## src/rtl/rom_bus_pkg.sv

```systemverilog
// rom_bus_pkg: shared states and address map for the system ROM bus controller
package rom_bus_pkg;
    typedef enum logic [1:0] {IDLE, FETCH, DRIVE, RECOVER} state_t;
    localparam logic [15:0] ROM_BASE = 16'h0000;
    localparam logic [15:0] ROM_SIZE = 16'h4000;
    localparam logic [13:0] BANK_SIZE = 14'h2000;
    localparam int ROM_AW = 13;
endpackage

```

## src/rtl/rom_bus_ctrl.sv

```systemverilog
// rom_bus_ctrl: decodes Z80 reads of the 16 KB ROM and sequences two 8 KB pROM banks with wait states
module rom_bus_ctrl
    import rom_bus_pkg::*;
#(
    parameter int ROM_LATENCY = 2
) (
    input  logic              clk,
    input  logic              reset,
    input  logic              rom_en,
    input  logic [15:0]       cpu_addr,
    input  logic              cpu_mreq_n,
    input  logic              cpu_rd_n,
    output logic              cpu_wait_n,
    output logic [ROM_AW-1:0] rom_ad,
    output logic              rom_ce0,
    output logic              rom_oce0,
    output logic              rom_ce1,
    output logic              rom_oce1,
    output logic              busy
);
    state_t            state, nxt;
    logic [2:0]        cnt, cnt_nxt;
    logic [ROM_AW-1:0] ad_nxt;
    logic              bank, bank_nxt;
    logic              req, rel, act;
    assign req = rom_en && !cpu_mreq_n && !cpu_rd_n && (cpu_addr[15:14] == 2'b00);
    assign rel = cpu_rd_n || cpu_mreq_n;
    always_comb begin
        nxt = state;
        cnt_nxt = cnt;
        ad_nxt = rom_ad;
        bank_nxt = bank;
        case (state)
            IDLE: if (req) begin
                nxt = FETCH;
                cnt_nxt = 3'(ROM_LATENCY - 1);
                ad_nxt = cpu_addr[ROM_AW-1:0];
                bank_nxt = cpu_addr[ROM_AW];
            end
            FETCH: begin
                nxt = rel ? RECOVER : (cnt == 3'd0) ? DRIVE : FETCH;
                cnt_nxt = (rel || cnt == 3'd0) ? 3'd0 : cnt - 3'd1;
            end
            DRIVE: nxt = rel ? RECOVER : DRIVE;
            default: nxt = IDLE;
        endcase
    end
    // wait is registered from the next state so it changes together with the enables
    always_ff @(posedge clk) begin
        if (!reset) begin
            state <= IDLE;
            cnt <= 3'd0;
            rom_ad <= '0;
            bank <= 1'b0;
            cpu_wait_n <= 1'b1;
        end else begin
            state <= nxt;
            cnt <= cnt_nxt;
            rom_ad <= ad_nxt;
            bank <= bank_nxt;
            cpu_wait_n <= (nxt != FETCH);
        end
    end
    assign act = (state == FETCH) || (state == DRIVE);
    assign rom_ce0 = act && !bank;
    assign rom_ce1 = act && bank;
    assign rom_oce0 = (state == DRIVE) && !bank;
    assign rom_oce1 = (state == DRIVE) && bank;
    assign busy = (state != IDLE);
endmodule
```

## config.mk

```make
export PLATFORM = sky130hd
export DESIGN_NAME = rom_bus_ctrl
export DESIGN_NICKNAME = d
export VERILOG_FILES = /design/src/rtl/rom_bus_pkg.sv /design/src/rtl/rom_bus_ctrl.sv
export SDC_FILE = /design/constraint.sdc
export NUM_CORES = 1
export LEC_CHECK = 0
export ABC_CLOCK_PERIOD_IN_PS = 3700
export CORE_MARGIN = 4
export CORE_UTILIZATION = 44
export DETAILED_ROUTE_END_ITERATION = 8
export PLACE_DENSITY = 0.83
export SYNTH_ARGS = -nofsm -noshare
export SYNTH_HDL_FRONTEND = slang
export SYNTH_SLANG_ARGS = --single-unit
```

## constraint.sdc

```tcl
create_clock -name clk -period 3.7 [get_ports clk]
set_input_delay 0.74 -clock clk [delete_from_list [all_inputs] [get_ports clk]]
set_output_delay 0.74 -clock clk [all_outputs]
set_load 0.01 [all_outputs]
```

==> summary.txt <==
Synthesis
  • Syn Nets: 138
  • EDFF count, synth: 0
  • FFs w/ async S/R, synth: 0
  • Most used flip-flop cell after synthesis: dfxtp_1
  • Synth Register Bits: 20
  • Cells after Synth: 111
  • YS warnings: 0
  • Synthesized area: 922.1 um2
  • Seq/Total Area, Yosys: 0.4342
  • Syn Area/Cell: 8.308 um2
  • Cell variety after synth: 31

Global route
  • Met2 Usage GRT: 0.3085
  • Vias in the first global route: 851
  • Busiest layer in global routing: met2
  • First-pass GRT wire length: 3450 um
  • Gr ovfl total: 0
  • Global Route met1 Usage: 0.1735
  • Tot GR Track Use: 0.1701
  • M3 GR Usage: 0.03324
  • Initial antenna violation count: 0
  • Largest net degree at the start of global routing: 19

STA
  • Minimum clock period: 2503 ps
  • F_max: 0.3994 GHz
  • Final hold violation count: 0
  • Unrepaired setup endpoints after global routing: false
  • Slew Viols, Final: 0
  • Setup TNS after final layout: 0 ps
  • Hold Slack: 461.3 ps
  • Slew margin rel.: 0.6983
  • Final worst-path cycle share: 0.6766
  • Slew @ Worst Pin: 449.7 ps
  • Setup Skew: 2.239 ps
  • Final setup viols: 0

Routing
  • Wirelength per Cell: 12.41 um
  • DR vias/cell: 4.960
  • Routed WL: 2196 um
  • Vias: 878
  • Pre-antenna DRT Iters: 4
  • DRC viols: 0
  • Initial drt markers: 12
  • Post-route ant nets: 0

Setup path
  • CP delay by family, top: buffers and inverters
  • CP max stage cell: clkdlybuf4s50_1
  • Crit path DAT: 1760 ps
  • Critical Path End Type: output pin
  • Startpoint Class: flip-flop
  • Worst-path fanout max: 5
  • Type of the worst setup path: flip-flop to output pin
  • Worst path max stage delay: 530 ps
  • Critical path data required time: 2960 ps
  • CP Cell Sequence: inv_1 > ha_1 > nor2b_1 > clkdlybuf4s50_1
  • Buf/Inv on CP: 2
  • Setup slack, reg-to-reg: 1830 ps

Clock tree
  • Root buf cell: clkbuf_4
  • H-tree Lvls: 1
  • CTS clk-pin slew, worst paths: 110 ps
  • Hold Buf Count CTS: 0
  • Max Root-Sink Buffers: 2
  • CTS tree: built
  • Resize count post-CTS: 0
  • TritonCTS Sinks: 20
  • Worst-Skew Late Latency: 310 ps
  • Num CTS Buffers: 3
  • Post CTS Setup Buffer Count: 0

Power
  • P_leak: 0.4954 nW
  • Internal Power: 0.4083 mW
  • Sw Share: 0.3034
  • Clk network pwr share: 0.220
  • Switching pwr: 0.1778 mW
  • PwrDens: 429.0 nW/um2
  • Comb pwr share: 0.361
  • Register share of total power: 0.419
  • Peak VDD IR: 0.2983 mV

Place
  • Port buffer count: 39
  • Routability congestion estimate: 0.8277
  • Placed wire-length estimate: 1698 um

Cells and area
  • Most common cell after layout, fill and taps aside: clkdlybuf4s50_1
  • Share of cells above drive strength 1: 0.07333
  • N_diodes: 0
  • Fill count: 155
  • Storage cell area: 400.4 um2
  • Multi-input logic area: 483.0 um2
  • Commonest cells after routing, fill and taps aside: 39 x clkdlybuf4s50_1, 30 x nand2_1, 20 x dfxtp_1
  • Total Nets Final: 178
  • P&R area growth vs syn: 48.17%

Floorplanning
  • Die H: 53.78 um
  • Core box area: 1982 um2
  • Num rows: 16
  • Die width: 53.78 um
  • Initial Util: 0.4653
  • I/O Pins: 40
  • Die area: 2892 um2

Min path
  • HP Class: flip-flop to flip-flop

Outcome
  • Status: completed

Flow run
  • MaxCap Viol Count: 0
[synth_stat cells (3+ instances only)]
| cell type | n | area, um2 |
|---|---|---|
| o21ai_0 | 3 | 15.01 |
| ha_1 | 6 | 75.07 |
| dfxtp_1 | 20 | 400.4 |
| clkbuf_1 | 3 | 11.26 |
| inv_1 | 5 | 18.77 |
| a21oi_1 | 16 | 80.08 |
| nand2_1 | 30 | 112.6 |
| and2_1 | 3 | 18.77 |
| nor2b_1 | 3 | 18.77 |
[final timing paths]
check / startpoint / end / depth (start not counted)
setup / recovery: state[0] / rom_ce0 / 4
hold reg to reg: rom_ad[4] / rom_ad[4] / 2
setup reg to reg: state[0] / cnt[2] / 6
hold / removal: rom_ad[4] / rom_ad[4] / 2
[sequential cells by signal (all words and copies together), names as in the netlist]
register	cells
cnt	3
rom_ad	13
state	2
cpu_wait_n	1
bank	1
[tightest hold or removal path: cells and delay by family (launching register included)]
kind / cells / cell delay, ps
flip-flops: 1 / 330
AND/OR/NAND/NOR: 1 / 50
AO/OA/AOI/OAI: 1 / 50
[final cells by class]
type                            instances  area share
Multi-Input combinational cell         81      0.3535
Timing Repair Buffer                   39      0.2857
Tap cell                               27     0.02473
Sequential cell                        20      0.2930
Inverter                                6     0.01648
Clock buffer                            4     0.02656
[metal layers]
layer	vias up	routed length, um
li1	448	-
met1	399	873
met2	27	1150
met3	4	122
met4	0	50
met5	-	0
[power groups by stage]
stage / logic, mW / clock network, mW / registers, mW
6_report: 0.212 / 0.129 / 0.245
5_1_grt: 0.234 / 0.143 / 0.249
4_1_cts: 0.213 / 0.132 / 0.246
3_5_place_dp: 0.211 / 0 / 0.251
3_3_place_gp: 0.204 / 0 / 0.250
2_1_floorplan: 0.112 / 0 / 0.252
[through the flow]
step | setup WS [ps] | utilization | instances | area (um2) | power, mW
after floorplan | 1848 | - | 111 | 922.1 | 0.3637
after global placement | 1120 | 0.6711 | 173 | 1330 | 0.4540
after detailed placement | 1086 | 0.6711 | 173 | 1330 | 0.4623
after CTS | 1184 | 0.6894 | 177 | 1366 | 0.5907
after global routing | 1069 | 0.6894 | 177 | 1366 | 0.6262
final | 1197 | 0.6894 | 177 | 1366 | 0.5861
[logic make-up after synthesis]
family / after synthesis / synth area share
buf+inv: 10 / 0.04205
compound gates: 25 / 0.1574
fa+ha+maj: 6 / 0.08141
simple gates: 49 / 0.2741
flops: 20 / 0.4342
mux: 1 / 0.01086
No activity file was read; power rests on OpenSTA's default activity.
